<file path="src/rtl/unidad_de_control_multiciclo.sv">
// Multicycle MIPS control unit: sequences FETCH/DECODE/EXEC/MEM/WB from the IR opcode,
// stalls on mem_ready and traps on an undefined opcode or a memory wait timeout.
module unidad_de_control_multiciclo #(
  parameter int unsigned ALUOP_W     = 3,
  parameter int unsigned MEM_TIMEOUT = 16,
  parameter int unsigned CNT_W       = 5
) (
  input  logic               clk,
  input  logic               reset,
  input  logic [5:0]         op,
  input  logic               mem_ready,
  output logic               PcWrite,
  output logic               Branch,
  output logic [1:0]         PcSrc,
  output logic               IorD,
  output logic               MemRead,
  output logic               MemToWrite,
  output logic               IrWrite,
  output logic               MemToReg,
  output logic               RegDst,
  output logic               RegWrite,
  output logic               AluSrcA,
  output logic [1:0]         AluSrcB,
  output logic [ALUOP_W-1:0] AluOp,
  output logic [3:0]         state_o,
  output logic               illegal_op,
  output logic               mem_timeout
);

  localparam logic [5:0] OP_R    = 6'b000000;
  localparam logic [5:0] OP_LW   = 6'b100011;
  localparam logic [5:0] OP_SW   = 6'b101011;
  localparam logic [5:0] OP_BEQ  = 6'b000100;
  localparam logic [5:0] OP_ADDI = 6'b001000;
  localparam logic [5:0] OP_ANDI = 6'b001100;
  localparam logic [5:0] OP_ORI  = 6'b001101;
  localparam logic [5:0] OP_SLTI = 6'b001010;
  localparam logic [5:0] OP_J    = 6'b000010;

  localparam logic [2:0] ALU_ADD   = 3'b000;
  localparam logic [2:0] ALU_FUNCT = 3'b001;
  localparam logic [2:0] ALU_SUB   = 3'b010;
  localparam logic [2:0] ALU_OR    = 3'b011;
  localparam logic [2:0] ALU_AND   = 3'b100;
  localparam logic [2:0] ALU_SLT   = 3'b101;

  typedef enum logic [3:0] {
    IDLE     = 4'd0,
    FETCH    = 4'd1,
    DECODE   = 4'd2,
    MEMADR   = 4'd3,
    MEM_RD   = 4'd4,
    WB_MEM   = 4'd5,
    MEM_WR   = 4'd6,
    EXEC_R   = 4'd7,
    WB_R     = 4'd8,
    EXEC_BEQ = 4'd9,
    EXEC_I   = 4'd10,
    WB_I     = 4'd11,
    EXEC_J   = 4'd12,
    TRAP     = 4'd13
  } state_t;

  state_t           state;
  state_t           stateNext;
  logic [CNT_W-1:0] waitCnt;
  logic [CNT_W-1:0] waitCntNext;
  logic             illegalNext;
  logic             timeoutNext;
  logic             waitState;
  logic             timeoutHit;

  // Last not-ready cycle allowed before the memory is declared hung
  assign timeoutHit = (MEM_TIMEOUT != 0) && (waitCnt == CNT_W'(MEM_TIMEOUT - 1));
  assign state_o    = state;

  // State, wait counter and sticky trap flags
  always_ff @(posedge clk or posedge reset) begin
    if (reset) begin
      state       <= IDLE;
      waitCnt     <= '0;
      illegal_op  <= 1'b0;
      mem_timeout <= 1'b0;
    end else begin
      state       <= stateNext;
      waitCnt     <= waitCntNext;
      illegal_op  <= illegalNext;
      mem_timeout <= timeoutNext;
    end
  end

  // Next state and Moore control decode
  always_comb begin
    PcWrite     = 1'b0;
    Branch      = 1'b0;
    PcSrc       = 2'b00;
    IorD        = 1'b0;
    MemRead     = 1'b0;
    MemToWrite  = 1'b0;
    IrWrite     = 1'b0;
    MemToReg    = 1'b0;
    RegDst      = 1'b0;
    RegWrite    = 1'b0;
    AluSrcA     = 1'b0;
    AluSrcB     = 2'b00;
    AluOp       = '0;
    stateNext   = state;
    illegalNext = illegal_op;
    timeoutNext = mem_timeout;
    waitState   = 1'b0;

    case (state)
      IDLE: stateNext = FETCH;
      FETCH: begin
        MemRead   = 1'b1;
        AluSrcB   = 2'b01;
        AluOp     = ALUOP_W'(ALU_ADD);
        IrWrite   = mem_ready;
        PcWrite   = mem_ready;
        waitState = 1'b1;
        if (mem_ready) begin
          stateNext = DECODE;
        end else if (timeoutHit) begin
          stateNext   = TRAP;
          timeoutNext = 1'b1;
        end
      end
      DECODE: begin
        AluSrcB = 2'b11;
        AluOp   = ALUOP_W'(ALU_ADD);
        case (op)
          OP_R:                             stateNext = EXEC_R;
          OP_LW, OP_SW:                     stateNext = MEMADR;
          OP_BEQ:                           stateNext = EXEC_BEQ;
          OP_ADDI, OP_ANDI, OP_ORI, OP_SLTI: stateNext = EXEC_I;
          OP_J:                             stateNext = EXEC_J;
          default: begin
            stateNext   = TRAP;
            illegalNext = 1'b1;
          end
        endcase
      end
      MEMADR: begin
        AluSrcA   = 1'b1;
        AluSrcB   = 2'b10;
        AluOp     = ALUOP_W'(ALU_ADD);
        stateNext = (op == OP_LW) ? MEM_RD : MEM_WR;
      end
      MEM_RD: begin
        MemRead   = 1'b1;
        IorD      = 1'b1;
        waitState = 1'b1;
        if (mem_ready) begin
          stateNext = WB_MEM;
        end else if (timeoutHit) begin
          stateNext   = TRAP;
          timeoutNext = 1'b1;
        end
      end
      WB_MEM: begin
        MemToReg  = 1'b1;
        RegWrite  = 1'b1;
        stateNext = FETCH;
      end
      MEM_WR: begin
        MemToWrite = 1'b1;
        IorD       = 1'b1;
        waitState  = 1'b1;
        if (mem_ready) begin
          stateNext = FETCH;
        end else if (timeoutHit) begin
          stateNext   = TRAP;
          timeoutNext = 1'b1;
        end
      end
      EXEC_R: begin
        AluSrcA   = 1'b1;
        AluOp     = ALUOP_W'(ALU_FUNCT);
        stateNext = WB_R;
      end
      WB_R: begin
        RegDst    = 1'b1;
        RegWrite  = 1'b1;
        stateNext = FETCH;
      end
      EXEC_BEQ: begin
        AluSrcA   = 1'b1;
        AluOp     = ALUOP_W'(ALU_SUB);
        Branch    = 1'b1;
        PcSrc     = 2'b01;
        stateNext = FETCH;
      end
      EXEC_I: begin
        AluSrcA = 1'b1;
        AluSrcB = 2'b10;
        case (op)
          OP_ANDI: AluOp = ALUOP_W'(ALU_AND);
          OP_ORI:  AluOp = ALUOP_W'(ALU_OR);
          OP_SLTI: AluOp = ALUOP_W'(ALU_SLT);
          default: AluOp = ALUOP_W'(ALU_ADD);
        endcase
        stateNext = WB_I;
      end
      WB_I: begin
        RegWrite  = 1'b1;
        stateNext = FETCH;
      end
      EXEC_J: begin
        PcWrite   = 1'b1;
        PcSrc     = 2'b10;
        stateNext = FETCH;
      end
      TRAP: stateNext = TRAP;
      default: stateNext = IDLE;
    endcase

    // Counter measures consecutive stall cycles within one wait state only
    if (stateNext != state) begin
      waitCntNext = '0;
    end else if (waitState && !mem_ready && (waitCnt != '1)) begin
      waitCntNext = waitCnt + CNT_W'(1);
    end else begin
      waitCntNext = waitCnt;
    end
  end

endmodule

</file>
<file path="config.mk">
export PLATFORM = sky130hd
export DESIGN_NAME = unidad_de_control_multiciclo
export DESIGN_NICKNAME = d
export VERILOG_FILES = /design/src/rtl/unidad_de_control_multiciclo.sv
export SDC_FILE = /design/constraint.sdc
export NUM_CORES = 1
export LEC_CHECK = 0
export CORE_ASPECT_RATIO = 0.9
export CORE_MARGIN = 3
export CORE_UTILIZATION = 30
export DETAILED_ROUTE_END_ITERATION = 6
export GPL_TIMING_DRIVEN = 1
export HOLD_SLACK_MARGIN = 0.05
export SLEW_MARGIN = 20
export SYNTH_ARGS = -nofsm -noshare
export SYNTH_HDL_FRONTEND = slang
export SYNTH_SLANG_ARGS = --single-unit
</file>
<file path="constraint.sdc">
create_clock -name clk -period 3.4 [get_ports clk]
set_input_delay 0.34 -clock clk [delete_from_list [all_inputs] [get_ports clk]]
set_output_delay 0.34 -clock clk [all_outputs]
set_load 0.02 [all_outputs]
</file>
# == Word-level counts from Yosys, hierarchy flattened ==
# Index checks and enable logic that the tools add are counted.
# totals
ff_bits,11
inputBits,9
out_inout_bits,23
# op_classes
n_addsub,1
eq_ne,24
n_mux,24
bitwise,2
reduce_logical,18
# op_table
cell,n
4-bit one-hot mux with 9 select lines,1
4-bit equality test (second input constant),6
6-bit by 4-bit equality test with 1-bit output (second input constant),4
4-bit one-hot mux with 5 select lines,1
3-bit one-hot mux with 3 select lines,2
4-bit by 3-bit equality test with 1-bit output (second input constant),4
4-bit two-way mux,4
6-bit equality test (second input constant),2
1-bit two-way mux,10
5-bit two-way mux,2
9-bit OR reduction,1
4-bit by 2-bit equality test with 1-bit output (second input constant),2
2-bit OR reduction,4
4-bit OR reduction,2
6-bit by 2-bit equality test with 1-bit output (second input constant),1
6-bit by 3-bit equality test with 1-bit output (second input constant),1
6-bit logical NOT,1
2-bit one-hot mux with 3 select lines,1
3-bit OR reduction,2
6-bit OR reduction,1
5-bit by 1-bit adder with 5-bit output (second input constant),1
5-bit by 4-bit equality test with 1-bit output (second input constant),1
5-bit inequality test (second input constant),1
4-bit by 1-bit equality test with 1-bit output (second input constant),1
11 further kinds,13

# == Logic depth before layout (Yosys ltp) ==
# Gate-level depths: netlist of the first run.
# logic_depth
word_depth,7
mapped_depth,9
mapped_depth_nobuf,9

# == Worst setup path after synthesis of the first run ==
# No wires, ideal clock.
# synth_timing
kind,reg2reg
start,register waitCnt[0]
end,register waitCnt[4]
setup_time_ps,107
t_arrival_ps,2281
required_ps,3293
setup_slack_ps,1012
stages_incl_launch_ff,10
path_buffers,0
path_cell_list,dfrtp_1 ha_1 and3_1 ha_1 or4_4 a21boi_2 o2bb2ai_2 xnor2_2 o2111ai_2 a2111oi_4
# synth_between
elab_chain_len,6
word_cells_on_any_way,13
classes_between,add/sub: 1; eq/ne: 3; mux: 7; reduce/logical: 2
# synth_rtl
item,line,text
"start, declared",66,logic [CNT_W-1:0] waitCnt;
"start signal, assigned",86,waitCnt <= waitCntNext;
5-bit by 4-bit equality test with 1-bit output *,74,assign timeoutHit = (MEM_TIMEOUT != 0) && (waitCnt == CNT_W'(MEM_TIMEOUT - 1));
4-bit two-way mux *,"123, 155, 171",
"4-bit two-way mux, on equally long branches","169, 121, 153",
4-bit one-hot mux with 9 select lines *,112,case (state)
named net stateNext[0],65,state_t stateNext;
4-bit inequality test *,218,if (stateNext != state) begin
5-bit two-way mux or 2-bit nonzero test (tied branches),n/a,
# The timed path passes the listed nets; every way through them passes the cells marked *. The select of a mux whose other input is x is not followed.
# A chain may end at the register's enable or synchronous reset.

# == Final worst setup path of the first run ==
# layout_timing
start,input port op[2]
end,output port AluOp[0]
# layout_between
elab_chain_len,3
word_cells_on_any_way,5
classes_between,eq/ne: 3; mux: 2
# layout_rtl
item,line,text
"start, declared",10,"input logic [5:0] op,"
6-bit by 4-bit equality test with 1-bit output,196,case (op)
3-bit one-hot mux with 3 select lines *,196,
3-bit one-hot mux with 3 select lines *,112,
"end, declared",24,"output logic [ALUOP_W-1:0] AluOp,"
# Every way passes the cells marked *; elsewhere a longest branch is shown, timed or not.

==> impl_metrics.json, run 1 <==
{
  "worstSkewPairLatency_ns": 0.23,
  "multiInputGateArea_um2": 799.5,
  "grt_remaining_overflow": 0,
  "io_buffers": 31,
  "worstMarginPinSlew_ns": 0.5443,
  "syn-mean-instance-area_um2": 7.723,
  "fmax_ghz": 0.3431,
  "hold_violations": 0,
  "cts_root_buffer": "clkbuf_8",
  "die_w_um": 71.72,
  "drt-total-wl_um": 3144,
  "finalCriticalPeriod_ns": 2.915,
  "area_delta_synth_final_pct": 30.26,
  "wl_per_cell_um": 14.49,
  "critPathKind": "input port to primary output",
  "cts_made_buffers": 3,
  "post-place-ws_ns": 0.5067,
  "ys_types": 51,
  "grt_pass1_vias": 1112,
  "cts_tree": "built",
  "drc": 0,
  "relSlewSlack": 0.6356,
  "status": "completed",
  "dpl.cell_count": 213,
  "maxSlewViolCount": 0,
  "layout_commonest_cell": "clkdlybuf4s50_1",
  "htree_levels": 1,
  "syn_nets": 163,
  "fin_cells": 217,
  "vias": 1213,
  "placementRows": 20,
  "globalplace.congestion": 0.9687,
  "io_pins": 32,
  "fin_worst_skew_ns": 0.0005127,
  "cts_hold_buf": 0,
  "drtIter0Drc": 94,
  "setup_viol": 0,
  "drt_first_pass_iters": 5,
  "start_util": 0.3282,
  "maxCapViolations": 0,
  "start_kind": "input port",
  "ys_warn_count": 0,
  "r2r_slack_ns": 0.72,
  "clock_path_buffers": 2,
  "timing.final.crit_share": 0.8572,
  "nFillCells": 356,
  "cts.repair.resized": 0,
  "coreArea_mm2": 0.003553,
  "yosys_register_bits": 11,
  "grt_max_degree": 18,
  "reg2reg_depth": 9,
  "setup_tns_ns": 0,
  "r2r_end": "waitCnt[1]$_DFFE_PP0P_",
  "regArea_um2": 275.3,
  "cts.clk_slew.worst_paths_ns": 0.05,
  "dp_hpwl_um": 2405,
  "endpoint_kind": "primary output",
  "yosysSeqAreaShare": 0.2361,
  "power.density_mw_per_mm2": 848.4,
  "dieArea_mm2": 0.004672,
  "die_y_um": 65.15,
  "final_cell_mix": "clkdlybuf4s50_1, nor2_1, nor3_1, dfrtp_1, nand2_1",
  "grt_pass1_wl_um": 5264,
  "postCtsSetupRepairBufs": 0,
  "syn_area_mm2": 0.001166,
  "grt_use_total": 0.1382,
  "p_leak_nw": 0.5668,
  "layout_setup_ws_ns": 0.4854,
  "rsz0062_at_grt": "false",
  "nets": 186,
  "cp_max_fo": 10,
  "clock_sinks": 11,
  "post_route_cells_drive_above_1_share": 0.09827,
  "reg2reg_from": "waitCnt[0]$_DFFE_PP0P_",
  "p_total_mw": 1.289,
  "cp.required_ns": 3.06,
  "n_antenna_cell": 0,
  "min_path_type": "input port to asynchronous set/reset pin",
  "arrival_ns": 2.57,
  "vias_per_cell": 5.590,
  "syn_inst": 151,
  "final_antenna_net_count": 0,
  "peakVddDrop_mv": 0.4076,
  "antenna_found_initial": 0
}
## routing by layer
| layer | up-vias | share of wire | routed length (µm) | GRT usage |
|---|---|---|---|---|
| met4 | 0 | 0.020 | 62 | 0.05634 |
| met2 | 50 | 0.43 | 1357 | 0.2030 |
| met3 | 8 | 0.062 | 194 | 0.01376 |
| li1 | 588 | - | - | - |
| met1 | 567 | 0.49 | 1530 | 0.2051 |
| met5 | - | 0 | 0 | 0 |
## cells in the mapped netlist (all sizes together)
master / n / share of area
a211oi: 1 / 0.0064
or3b: 1 / 0.0075
ha: 3 / 0.032
or2: 3 / 0.016
nand3b: 2 / 0.013
o311ai: 2 / 0.015
nand2: 10 / 0.032
o2bb2ai: 1 / 0.013
nor2: 19 / 0.061
nand3: 6 / 0.026
dfrtp: 11 / 0.24
a31oi: 2 / 0.011
xnor2: 2 / 0.021
inv: 3 / 0.0097
buf: 10 / 0.049
nor4bb: 1 / 0.0086
mux2i: 1 / 0.0086
o22ai: 2 / 0.011
o2111ai: 1 / 0.013
a31o: 1 / 0.0075
o31ai: 1 / 0.0064
o32ai: 1 / 0.0075
a21boi: 1 / 0.0097
a311oi: 2 / 0.015
o22a: 1 / 0.0075
xor2: 3 / 0.023
a2111oi: 2 / 0.031
o221ai: 1 / 0.0075
and2: 2 / 0.011
nor2b: 4 / 0.021
a21oi: 7 / 0.030
o21bai: 1 / 0.0064
or4: 2 / 0.016
nor3: 11 / 0.047
and3: 3 / 0.016
clkbuf: 6 / 0.019
nor4b: 1 / 0.020
nor3b: 3 / 0.019
or3: 1 / 0.0054
nand2b: 8 / 0.043
o21ai: 6 / 0.026
a32o: 1 / 0.0086
nand4: 1 / 0.0054
## sequential cells by signal (all words and copies together), names as in the netlist
name / count
waitCnt: 5
state_o: 4
illegal_op: 1
mem_timeout: 1
## critical path: stages
cell and delay (ns):
clkdlybuf4s50_1 0.66, nor2b_1 0.25, and2_1 0.17, o21ai_0 0.13, o31ai_1 0.27, and2_1 0.16
clkdlybuf4s50_1 0.59
## per-stage QoR
step | util | hold WS (ns) | instance area, µm²
floorplan | - | 0.1924 | 1166
global placement | 0.4148 | 0.4639 | 1474
detailed placement | 0.4148 | 0.4687 | 1474
CTS | 0.4275 | 0.4044 | 1519
global route | 0.4275 | 0.4418 | 1519
finish | 0.4275 | 0.3996 | 1519
## where the power goes
group	leakage (nW)	internal, mW	total, mW	switching, mW
combinational	0.401	0.399	0.916	0.517
sequential	0.143	0.163	0.244	0.0810
clock	0.0228	0.0821	0.129	0.0468
total	0.567	0.644	1.29	0.644
## worst max-delay path by stage
stage                            from  depth (start not counted)                     end  slack (ns)
2_1_floorplan  waitCnt[0]$_DFFE_PP0P_                          9  waitCnt[4]$_DFFE_PP0P_        1.01
3_3_place_gp                    op[2]                          7                AluOp[0]        0.59
3_5_place_dp                    op[2]                          7                AluOp[0]        0.51
4_1_cts                         op[2]                          7                AluOp[0]        0.50
5_1_grt                         op[2]                          7                AluOp[0]        0.31
6_report                        op[2]                          7                AluOp[0]        0.49
## cells by family after synthesis
kind of cell               Yosys count  synth area share
AOI/OAI and AO/OA                   34            0.2318
xor gates and xnor gates             5           0.04400
adders and majority gates            3           0.03219
DFF                                 11            0.2360
muxes                                1          0.008584
and+or+nand+nor                     78            0.3691
buffers and inverters               19           0.07832
## final cells by class
| cell class | count | share of cell area |
|---|---|---|
| flip-flops and latches | 11 | 0.1812 |
| clock buffers | 4 | 0.02965 |
| well taps | 44 | 0.03624 |
| inverters | 3 | 0.007413 |
| multi-input cells | 121 | 0.5264 |
| repair buffers | 34 | 0.2191 |
(Power assumes the default switching activity.)
==> inputs of run 2 (changes only) <==
--- a/config.mk
+++ b/config.mk
@@ -11,6 +11,7 @@
 export DETAILED_ROUTE_END_ITERATION = 6
 export GPL_TIMING_DRIVEN = 1
 export HOLD_SLACK_MARGIN = 0.05
+export PLACE_DENSITY = 0.55
 export SLEW_MARGIN = 20
 export SYNTH_ARGS = -nofsm -noshare
 export SYNTH_HDL_FRONTEND = slang
==> run 2 against run 1 <==
Net effect:
- die area is the same
- global-route usage grew 0.74 points
- cell area is the same
- non-clock buffer count unchanged
- total power about the same
- clock-buffer cell count unchanged
- fmax rose by 2.0%
- critical path depth unchanged
- final cell count stayed put
- worst setup slack improved by 0.058 ns
- utilization unchanged
- worst hold slack worse by 0.015 ns
- highest routed layer unchanged
==> impl_metrics.json, run 2 (synthesis gave the netlist of run 1 again) <==
{
  "reg2reg_depth": 9,
  "r2r_slack_ns": 0.79,
  "vias_per_cell": 5.364,
  "critPathKind": "input port to primary output",
  "fin_cells": 217,
  "die_y_um": 65.15,
  "grt_remaining_overflow": 0,
  "drt_first_pass_iters": 4,
  "clock_sinks": 11,
  "rsz0062_at_grt": "false",
  "vias": 1164,
  "relSlewSlack": 0.6684,
  "start_kind": "input port",
  "maxCapViolations": 0,
  "setup_tns_ns": 0,
  "final_antenna_net_count": 0,
  "htree_levels": 1,
  "min_path_type": "input port to asynchronous set/reset pin",
  "fin_util": 0.4275,
  "io_pins": 32,
  "grt_pass1_vias": 1100,
  "worstMarginPinSlew_ns": 0.4911,
  "finalCriticalPeriod_ns": 2.856,
  "postCtsSetupRepairBufs": 0,
  "grt_use_total": 0.1457,
  "dpl.cell_count": 213,
  "power.density_mw_per_mm2": 848.1,
  "hold_violations": 0,
  "cts_root_buffer": "clkbuf_8",
  "cts_made_buffers": 3,
  "fin_worst_skew_ns": 0.003332,
  "drt-total-wl_um": 3100,
  "arrival_ns": 2.52,
  "largest_register": "waitCnt",
  "fmax_ghz": 0.3501,
  "post_route_cells_drive_above_1_share": 0.09827,
  "peakVddDrop_mv": 0.3558,
  "io_buffers": 31,
  "timing.final.crit_share": 0.8401,
  "layout_commonest_cell": "clkdlybuf4s50_1",
  "cp_max_fo": 10,
  "grt_max_degree": 16,
  "cp.required_ns": 3.06,
  "n_antenna_cell": 0,
  "area_delta_synth_final_pct": 30.26,
  "cts_tree": "built",
  "setup_viol": 0,
  "drtIter0Drc": 95,
  "start_util": 0.3282,
  "status": "completed",
  "die_w_um": 71.72,
  "dp_hpwl_um": 2405,
  "dieArea_mm2": 0.004672,
  "r2r_end": "waitCnt[4]$_DFFE_PP0P_",
  "antenna_found_initial": 0,
  "globalplace.congestion": 1.017,
  "endpoint_kind": "primary output",
  "nets": 186,
  "largest_register_ffs": 5,
  "placementRows": 20,
  "maxSlewViolCount": 0,
  "p_leak_nw": 0.5668,
  "cts.repair.resized": 0,
  "cts_hold_buf": 0,
  "reg2reg_from": "waitCnt[0]$_DFFE_PP0P_",
  "final_cell_mix": "clkdlybuf4s50_1, nor2_1, nor3_1, dfrtp_1, nand2_1",
  "worstSkewPairLatency_ns": 0.25,
  "drc": 0,
  "coreArea_mm2": 0.003553,
  "grt_pass1_wl_um": 5416,
  "nFillCells": 375,
  "wl_per_cell_um": 14.29,
  "cts.clk_slew.worst_paths_ns": 0.05,
  "clock_path_buffers": 2
}
==> run 2: cell counts in the layout (fill, tap and decap cells not counted) <==
Identical to the previous run, type by type.
==> run 2: where the power goes <==
part	leakage (nW)	total (mW)	switching (mW)	internal [mW]
Clock	0.0228	0.137	0.0541	0.0827
Combinational	0.401	0.905	0.506	0.399
Sequential	0.143	0.246	0.0833	0.163
==> run 2: stage by stage <==
step | hold WS, ns | worst slack (ns) | area, µm² | power (mW)
6_report | 0.3850 | 0.5436 | 1519 | 1.288
3_3_place_gp | 0.4688 | 0.6269 | 1474 | 1.150
5_1_grt | 0.4262 | 0.3488 | 1519 | 1.393
3_5_place_dp | 0.4786 | 0.5583 | 1474 | 1.151
4_1_cts | 0.3994 | 0.5579 | 1519 | 1.293
2_1_floorplan | 0.1924 | 1.012 | 1166 | 0.8612
==> run 2: how the worst max path moves through the flow <==
| stage | startpoint | endpoint | slack (ns) |
|---|---|---|---|
| 3_3_place_gp | op[2] | AluOp[0] | 0.63 |
| 5_1_grt | op[2] | AluOp[0] | 0.35 |
| 6_report | op[2] | AluOp[0] | 0.54 |
| 3_5_place_dp | op[2] | AluOp[0] | 0.56 |
| 4_1_cts | op[2] | AluOp[0] | 0.56 |
| 2_1_floorplan | waitCnt[0]$_DFFE_PP0P_ | waitCnt[4]$_DFFE_PP0P_ | 1.01 |
==> run 2: critical path, cell delays in order <==
cell and delay (ns):
clkdlybuf4s50_1 0.67, nor2b_1 0.23, and2_1 0.16, o21ai_0 0.13, o31ai_1 0.24, and2_1 0.15
clkdlybuf4s50_1 0.59
==> run 2: layout make-up <==
cell class,instances,area (µm²),area share
tap,44,55.05,0.03624
inverter,3,11.26,0.007413
sequential,11,275.3,0.1812
clock buffer,4,45.04,0.02965
timing repair buffer,34,332.8,0.2191
multi-input combinational,121,799.5,0.5264
==> run 2: metal layers <==
layer | part of all wire | GRT usage | vias to the layer above | wire (µm)
met5 | 0 | 0 | - | 0
met4 | 0.024 | 0.07042 | 0 | 74
met3 | 0.079 | 0.02905 | 7 | 245
met2 | 0.39 | 0.1938 | 52 | 1214
met1 | 0.51 | 0.2192 | 514 | 1567
li1 | - | - | 591 | -
